--- src/rtl/onehot_encoder_stream.sv ---
// onehot_encoder_stream: registered one-hot to binary encoder on a valid/ready stream with error counting
module onehot_encoder_stream #(
    parameter int N         = 4,
    parameter int PRIO_HIGH = 1,
    parameter int CNT_W     = 8,
    localparam int W        = $clog2(N)
) (
    input  logic             clk,
    input  logic             rst,
    input  logic [N-1:0]     din,
    input  logic             in_valid,
    output logic             in_ready,
    output logic [W-1:0]     dout,
    output logic             err,
    output logic             out_valid,
    input  logic             out_ready,
    input  logic             cnt_clr,
    output logic [CNT_W-1:0] err_cnt
);

    logic [W-1:0]     dout_q, dout_d, enc_idx;
    logic             err_q, err_d, enc_err;
    logic             out_valid_q, out_valid_d;
    logic [CNT_W-1:0] cnt_q, cnt_d;
    logic             accept, hit;

    assign in_ready  = !rst && (!out_valid_q || out_ready);
    assign accept    = in_valid && in_ready;
    assign enc_err   = (din == '0) || ((din & (din - N'(1))) != '0);
    assign dout      = dout_q;
    assign err       = err_q;
    assign out_valid = out_valid_q;
    assign err_cnt   = cnt_q;

    // Scan bits upward; later set bits overwrite the index only when the highest bit wins
    always_comb begin
        enc_idx = '0;
        hit     = 1'b0;
        for (int i = 0; i < N; i++) begin
            if (din[i] && (PRIO_HIGH != 0 || !hit)) enc_idx = W'(i);
            hit = hit | din[i];
        end
    end

    // Next state: load on accept, drop valid on a bare transfer, hold under backpressure
    always_comb begin
        dout_d      = accept ? enc_idx : dout_q;
        err_d       = accept ? enc_err : err_q;
        out_valid_d = accept || (out_valid_q && !out_ready);
        cnt_d       = cnt_clr ? '0 :
                      (accept && enc_err && cnt_q != '1) ? cnt_q + CNT_W'(1) : cnt_q;
    end

    // State registers with synchronous reset discarding any held result
    always_ff @(posedge clk) begin
        if (rst) begin
            dout_q      <= '0;
            err_q       <= 1'b0;
            out_valid_q <= 1'b0;
            cnt_q       <= '0;
        end else begin
            dout_q      <= dout_d;
            err_q       <= err_d;
            out_valid_q <= out_valid_d;
            cnt_q       <= cnt_d;
        end
    end

endmodule

--- config.mk ---
export PLATFORM = sky130hd
export DESIGN_NAME = onehot_encoder_stream
export DESIGN_NICKNAME = d
export VERILOG_FILES = /design/src/rtl/onehot_encoder_stream.sv
export SDC_FILE = /design/constraint.sdc
export NUM_CORES = 1
export LEC_CHECK = 0
export CAP_MARGIN = 20
export CORE_ASPECT_RATIO = 0.9
export CORE_MARGIN = 2
export CORE_UTILIZATION = 39
export DETAILED_ROUTE_END_ITERATION = 8
export PLACE_DENSITY_LB_ADDON = 0.1
export SLEW_MARGIN = 5
export SYNTH_ARGS = -nofsm -noshare
export SYNTH_HDL_FRONTEND = slang
export SYNTH_SLANG_ARGS = --single-unit
--- constraint.sdc ---
create_clock -name clk -period 2.7 [get_ports clk]
set_clock_uncertainty 0.15 [all_clocks]
set_input_delay 0.54 -clock clk [delete_from_list [all_inputs] [get_ports clk]]
set_output_delay 0.54 -clock clk [all_outputs]
set_load 0.02 [all_outputs]
# [After elaboration in Yosys (flattened, before gate mapping)]
# Index checks and enable logic that the tools add are counted.
[classes] n_addsub=2 eq_ne=1 mux=3 bitwise_logic=1 n_reduce_logical=14
[op_table] cell="adder 8 x 1 -> 8 bit, second input constant" count=1
[op_table] cell="!= test 8 bit, second input constant" count=1
[op_table] cell="logical AND 1 bit" count=5
[op_table] cell="bitwise AND 4 bit" count=1
[op_table] cell="logical NOT 4 bit" count=1
[op_table] cell="2-to-1 mux 2 bit" count=2
[op_table] cell="nonzero test 4 bit" count=1
[op_table] cell="subtractor 4 x 1 -> 4 bit, second input constant" count=1
[op_table] cell="logical NOT 1 bit" count=3
[op_table] cell="logical OR 1 bit" count=3
[op_table] cell="OR reduction 2 bit" count=1
[op_table] cell="2-to-1 mux 1 bit" count=1
[totals] reg_bits=12 input_bits=9 word_cells=25

# [Logic depth before layout (Yosys ltp)]
# Gate-level depths: netlist of run 1.
[depth] word_depth=6 depth_mapped=7

# [Least setup slack after synthesis of run 1]
# Ideal clock, no wire load.
[synth_path] path_kind="input to register" startpoint="in rst" endpoint="reg cnt_q[3] (netlist: err_cnt[3])" arrival_time_ns=1.675 t_required_ns=2.480 path_slack_ns=0.805 path_stages=6 path_buffers=2 cell_sequence="buf_2 -> nor4b_4 -> nand3_2 -> buf_6 -> or3_1 -> a21oi_1"
[synth_via] elab_chain_len=5
[synth_rtl] element="start, declared" line_no="9" source="input logic rst,"
[synth_rtl] element="logical NOT 1 bit" line_no="27" source="assign in_ready = !rst && (!out_valid_q || out_ready);"
[synth_rtl] element="logical AND 1 bit" line_no="27"
[synth_rtl] element="logical AND 1 bit" line_no="28" source="assign accept = in_valid && in_ready;"
[synth_rtl] element="logical AND 1 bit (2 in a row)" line_no="51" source="(accept && enc_err && cnt_q != '1) ? cnt_q + CNT_W'(1) : cnt_q;"
[synth_rtl] element="end signal, assigned" line_no="65" source="cnt_q <= cnt_d;"
[synth_rtl] element="end, declared" line_no="24" source="logic [CNT_W-1:0] cnt_q, cnt_d;"
# Several ways; a longest one is shown, not always the timed one.
# A chain may end at the register's enable or synchronous reset.

# [Final worst setup path of run 1]
[layout_path] startpoint="in out_ready" endpoint="out in_ready"
[layout_via] elab_chain_len=2
[layout_rtl] element="start, declared" line_no="16" source="input logic out_ready,"
[layout_rtl] element="logical OR 1 bit" line_no="27"
[layout_rtl] element="logical AND 1 bit" line_no="27"
[layout_rtl] element="end, declared" line_no="12" source="output logic in_ready,"
# Every way passes these cells.

==> key figures, run 1 <==
Status
  – Outcome: finished, final reports clean

Clock network
  – Post-CTS Setup Bufs: 0
  – Worst-path clk slew: 0.07 ns
  – Worst skew pair latency: 0.28 ns
  – Max H-tree Level: 1
  – Clock buffer depth: 2
  – Root Driver: clkbuf_4
  – CTS tree: done
  – CTS Hold Buffers Added: 0
  – Post-cts resize count: 0
  – CTS buffer count: 3
  – Clock sink count: 12

Placement
  – Final GP Congestion: about 0.78
  – Port Buffers: 21
  – Hpwl dp: 959 µm
  – Pre-CTS WS: 0.131 ns
  – # placed instances: 107

Synthesis
  – Yosys top cell area share: 0.396
  – Synth cell count leaders: dfxtp_1 (12), nor2_1 (11), a21oi_1 (6)
  – Mapped Nets: 82
  – XOR/XNOR Fraction of Synth Area: 0.0289
  – Leading area contributor after synthesis: dfxtp_1
  – Synth unique cells: 28
  – Syn avg cell area: 8.43 µm²
  – Mapped Cells: 72
  – Mux cell area share after synthesis: 0.0165
  – YS warnings: 0
  – Largest family of logic cells by synthesized area: simple AND/OR/NAND/NOR gates
  – Top post-synthesis cells by area: dfxtp_1 (40%), nor2_1 (6.8%), a21oi_1 (4.9%), nor4b_4 (3.9%), a211oi_1 (3.7%)
  – Number of synthesized flops with an enable pin: 0
  – Count leader, synth: dfxtp_1
  – FFs w/ async S/R, synth: 0
  – Simple-Gate Fraction of Synth Area: 0.309
  – Seq/Total Area, Yosys: 0.396
  – Post-synth top flop: dfxtp_1
  – Post-synthesis adder-cell area fraction: 0.0206
  – Flops & latches, synth: 12
  – Post-Syn Area: 607 µm²
  – Synth Area in Compound Gates: 0.171

Cells and area
  – Layout net count: 107
  – Diodes inserted: 0
  – Area Growth Syn to Fin: 42.9%
  – Fraction of layout cells with a size suffix above 1: 0.104
  – Cell Count, Final, Fillers Out: 111

Floorplanning
  – Row cnt: 13
  – Die ar.: between 1500 and 2000 µm²
  – IO Count: 22
  – Die Y: 41.4 µm
  – Initial core utilization: 0.419
  – Die span in x: 45.6 µm
  – Core area: 1450 µm²

Worst setup path
  – Worst setup EP type: output port
  – WP data arrival: between 1.5 and 2 ns
  – Critical path cell sequence: clkdlybuf4s50_1 -> nor2b_1 -> nor2_1 -> clkdlybuf4s50_1
  – CP required: 2.01 ns
  – CP max-delay cell: clkdlybuf4s50_1
  – Worst reg2reg path startpoint: err_cnt[0]$_SDFFE_PP0P_
  – Most used cell along the critical path: clkdlybuf4s50_1
  – Critical Path Fanout Max: 3
  – Critical Path Start Type: primary input
  – Critical path class: primary input to output port
  – Crit-path max cell delay: 0.56 ns
  – Worst Setup SP: out_ready
  – Bufs and invs on worst path: 2
  – Critical path's top delay family: buffers and inverters

Power and ir drop
  – Sw Ratio: 0.237
  – Internal: roughly 0.30 mW
  – Power, Total: roughly 0.39 mW
  – PwrDens: ~450 nW/µm²
  – Reg power frac: 0.475
  – Clk pwr share: 0.368
  – P_sw: 0.0916 mW
  – Power share of the combinational group: 0.157
  – Pleak: 0.308 nW
  – Maximum vdd drop: ~0.00023 V

Route
  – Routed vias: 581
  – Met2 Routed Length: between 500 and 600 µm
  – Routed Antenna Nets: 0
  – Initial drt markers: 8
  – Residual DRC: 0
  – Top Layer Used: met4
  – Drt total wl: 1200 µm
  – TritonRoute pass-1 iters: 4
  – Met3 wire len: 59 µm
  – M1 WL: 615 µm
  – Vias per inst: 5.23
  – WL/cell: 10.8 µm

STA
  – Relative slew slack: 0.643
  – Max Clock Freq: between 0.3 and 0.4 GHz
  – Final setup viols: 0
  – Final min period: around 2.6 ns
  – Worst Tran Pin Value: about 0.53 ns
  – Post-layout worst setup margin: 0.130 ns
  – RSZ-0062 raised after global routing: false
  – Hold WS: ~0.35 ns
  – Slew Viols, Final: 0
  – Setup total negative slack: 0 ns
  – Period utilization: 0.952
  – Final hold violations: 0

Global routing
  – Largest net degree at the start of global routing: 10
  – GR Util All Layers: 0.142
  – Vias in the first global route: 470
  – Remaining Overflow, GRT: 0
  – First-pass GRT wire length: 1990 µm
  – Antenna violations before repair: 0

Run
  – Max-cap violations: 0

Worst hold path
  – Hold Path Class: register to register
  – Hold_sp: dout[1]$_SDFFE_PP0P_
per-stage QoR:
step,instance area [µm²],util
2_1_floorplan,607,-
3_5_place_dp,831,0.574
3_3_place_gp,831,0.574
4_1_cts,867,0.599
6_report,867,0.599
5_1_grt,867,0.599
cell families after synthesis:
| kind of cell | Yosys count |
|---|---|
| AO/OA/AOI/OAI | 17 |
| XOR/XNOR | 2 |
| adder cells (fa/ha/maj) | 1 |
| buffers and inverters | 7 |
| flip-flops | 12 |
| multiplexers | 1 |
| AND/OR/NAND/NOR | 32 |
layout by cell type, fill, tap and decap left out, drive strengths merged:
| master | netlist | routed |
|---|---|---|
| or2 | 1 | 1 |
| nand4 | 1 | 1 |
| nor4b | 2 | 2 |
| nand3 | 3 | 3 |
| buf | 3 | 2 |
| o21ai | 3 | 3 |
| a31oi | 1 | 1 |
| clkdlybuf4s50 | 0 | 21 |
| a21oi | 6 | 6 |
| mux2i | 1 | 1 |
| or3 | 3 | 3 |
| o211ai | 2 | 2 |
| dfxtp | 12 | 12 |
| and2 | 2 | 2 |
| xor2 | 2 | 2 |
| nor2 | 11 | 11 |
| ha | 1 | 1 |
| a211oi | 3 | 3 |
| nor3 | 1 | 1 |
| inv | 4 | 4 |
| nand2 | 4 | 4 |
| o31ai | 2 | 2 |
| or4 | 3 | 3 |
| clkbuf | 0 | 4 |
| nor2b | 1 | 1 |
final timing paths:
path,to,slack (ns),depth (start not counted)
worst max-delay path,in_ready,0.13,4
worst min-delay path,dout[1]$_SDFFE_PP0P_,0.35,2
worst max register to register,err_cnt[1]$_SDFFE_PP0P_,0.83,7
worst min register to register,dout[1]$_SDFFE_PP0P_,0.35,2
worst register-to-register path, stage by stage (launching register included):
cell and delay (ns):
dfxtp_1 0.39, ha_1 0.21, nand2_1 0.09, or3_1 0.37, nand3_2 0.16, buf_4 0.16
mux2i_1 0.18, nor2_1 0.05
flip-flops by register name, indices dropped and copies added, names as in the netlist:
name,cells
err,1
out_valid,1
err_cnt,8
dout,2
per-layer routing:
layer | track usage | vias up
met3 | 0.0652 | 3
met2 | 0.200 | 13
met4 | 0.0353 | 0
met1 | 0.194 | 257
met5 | 0 | -
li1 | - | 308
area by class of cell:
type	count	area [µm²]
Clock buffer	4	36.3
Fill cell	139	581
Inverter	4	15.0
Multi-Input combinational cell	53	332
Sequential cell	12	240
Tap cell	15	18.8
Timing Repair Buffer	23	225
power by group through the flow:
stage               Sequential (mW)  Clock [mW]  Combinational, mW
floorplan                     0.194           0             0.0268
global placement              0.188           0             0.0603
detailed placement            0.188           0             0.0610
CTS                           0.184       0.148             0.0612
global route                  0.185       0.157             0.0667
finish                        0.184       0.142             0.0607
No activity file was read; power rests on OpenSTA's default activity.
==> inputs of run 2 (changes only) <==
--- a/config.mk
+++ b/config.mk
@@ -10,7 +10,7 @@
 export CORE_MARGIN = 2
 export CORE_UTILIZATION = 39
 export DETAILED_ROUTE_END_ITERATION = 8
-export PLACE_DENSITY_LB_ADDON = 0.1
+export PLACE_DENSITY = 0.74
 export SLEW_MARGIN = 5
 export SYNTH_ARGS = -nofsm -noshare
 export SYNTH_HDL_FRONTEND = slang
==> run 2 against run 1 <==
Cell area unchanged. Via count increased by 2.4%. Non-clock buffer count stayed put. Flip-flop and latch count unchanged. Highest routed layer unchanged. Combinational power rose by 1%. Register-to-register slack got worse by 0.03 ns.
==> key figures, run 2 (same netlist as run 1, synthesis figures left out) <==
Status
  – Outcome: finished, final reports clean (unchanged)

Worst setup path
  – Critical path class: primary input to output port (unchanged)
  – Worst setup EP type: output port (unchanged)
  – CP required: 2.01 ns (about the same)
  – Critical Path Start Type: primary input (unchanged)
  – WP data arrival: 1.90 ns (was 1.88 ns)
  – Critical Path Fanout Max: 5 (was 3)

Cells and area
  – Commonest non-fill, non-tap cells in the layout: clkdlybuf4s50_1 (21), dfxtp_1 (12), nor2_1 (11), a21oi_1 (6) (unchanged)
  – Area Growth Syn to Fin: 42.9% (unchanged)
  – Commonest non-fill, non-tap cell in the layout: clkdlybuf4s50_1 (unchanged)
  – Total area of sequential cells: 240 µm² (unchanged)
  – Filler cells: 143 (was 139)
  – Finished Cell Area: 867 µm² (unchanged)
  – Largest register FFs: 8 (unchanged)
  – Diodes inserted: 0 (unchanged)
  – Footprint of the multi-input gates: 332 µm² (unchanged)
  – Layout net count: 107 (unchanged)
  – Fraction of layout cells with a size suffix above 1: 0.104 (unchanged)

Floorplanning
  – IO Count: 22 (unchanged)
  – Die ar.: 1890 µm² (unchanged)
  – Die Y: 41.4 µm (unchanged)
  – Core area: 1450 µm² (unchanged)
  – Die span in x: 45.6 µm (unchanged)
  – Row cnt: 13 (unchanged)
  – Initial core utilization: 0.419 (unchanged)

Placement
  – Hpwl dp: 1050 µm (was 959 µm)
  – Port Buffers: 21 (unchanged)
  – Final GP Congestion: 0.767 (was 0.776)
  – Placed Area: 831 µm² (unchanged)

Clock network
  – Worst skew pair latency: 0.27 ns (was 0.28 ns)
  – Clock buffer depth: 2 (unchanged)
  – Worst-path clk slew: 0.07 ns (about the same)
  – Post-cts resize count: 0 (unchanged)
  – Clock sink count: 12 (unchanged)
  – CTS buffer count: 3 (unchanged)
  – CTS tree: done (unchanged)
  – Root Driver: clkbuf_4 (unchanged)
  – Max H-tree Level: 1 (unchanged)
  – Post-CTS Setup Bufs: 0 (unchanged)
  – CTS Hold Buffers Added: 0 (unchanged)

Route
  – Routed Antenna Nets: 0 (unchanged)
  – WL/cell: 11.6 µm (was 10.8 µm)
  – Drt total wl: 1290 µm (was 1200 µm)
  – TritonRoute pass-1 iters: 4 (unchanged)
  – Vias per inst: 5.36 (was 5.23)
  – Routed vias: 595 (was 581)
  – Initial drt markers: 6 (was 8)
  – Residual DRC: 0 (unchanged)

STA
  – RSZ-0062 raised after global routing: false (unchanged)
  – Setup total negative slack: 0 ns (unchanged)
  – Slew Viols, Final: 0 (unchanged)
  – Worst Tran Pin Value: 0.550 ns (was 0.527 ns)
  – Relative slew slack: 0.628 (was 0.643)
  – Max Clock Freq: 0.386 GHz (was 0.389 GHz)
  – Final hold violations: 0 (unchanged)
  – Period utilization: 0.960 (was 0.952)
  – Final min period: 2.59 ns (was 2.57 ns)
  – Final setup viols: 0 (unchanged)

Global routing
  – Antenna violations before repair: 0 (unchanged)
  – GR Util All Layers: 0.159 (was 0.142)
  – Vias in the first global route: 511 (was 470)
  – Largest net degree at the start of global routing: 10 (unchanged)
  – First-pass GRT wire length: 2160 µm (was 1990 µm)
  – Remaining Overflow, GRT: 0 (unchanged)

Power and ir drop
  – Maximum vdd drop: 0.000323 V (was 0.000235 V)
  – PwrDens: 445 nW/µm² (was 446 nW/µm²)
  – Power, Total: 0.386 mW (was 0.387 mW)
  – Pleak: 0.308 nW (unchanged)

Worst hold path
  – Hold Path Class: register to register (unchanged)

Run
  – Max-cap violations: 0 (unchanged)
-- run 2: cell counts in the layout (fill, tap and decap cells not counted) --
Identical to the previous run, type by type.
-- run 2: path summary, 6_finish.rpt --
kind / from / cells after the start / endpoint / slack, ns
setup / recovery: rst / 3 / in_ready / 0.11
setup reg to reg: err_cnt[0]$_SDFFE_PP0P_ / 6 / err_cnt[7]$_SDFFE_PP0P_ / 0.80
hold / removal: err$_SDFFE_PP0P_ / 2 / err$_SDFFE_PP0P_ / 0.36
hold reg to reg: err$_SDFFE_PP0P_ / 2 / err$_SDFFE_PP0P_ / 0.36
-- run 2: report_power, final --
group	leakage [nW]	internal, mW	switching, mW
Clock	0.0210	0.0819	0.0585
Combinational	0.190	0.0317	0.0298
Sequential	0.0975	0.181	0.00254
-- run 2: critical path: stages --
cell             delay [ns]
clkdlybuf4s50_1        0.52
nor2_1                 0.21
clkdlybuf4s50_1        0.63
-- run 2: cell type report --
class / count / area share
clock buffer: 4 / 0.0418
inverter: 4 / 0.0173
multi-input combinational: 53 / 0.382
sequential: 12 / 0.277
tap: 15 / 0.0216
timing repair buffer: 23 / 0.260
-- run 2: metal layers --
layer	GRT usage	wire length [µm]	vias to the layer above
met3	0.0783	53	2
li1	-	-	306
met5	0	0	-
met4	0.0471	12	0
met2	0.237	618	13
met1	0.199	607	274
-- run 2: stage by stage --
| step | util | setup slack, ns | std cells | hold slack [ns] |
|---|---|---|---|---|
| floorplan | - | 0.805 | 72 | 0.420 |
| global placement | 0.574 | 0.132 | 107 | 0.327 |
| detailed placement | 0.574 | 0.0742 | 107 | 0.352 |
| CTS | 0.599 | 0.110 | 111 | 0.361 |
| global route | 0.599 | 0.0339 | 111 | 0.399 |
| finish | 0.599 | 0.108 | 111 | 0.356 |
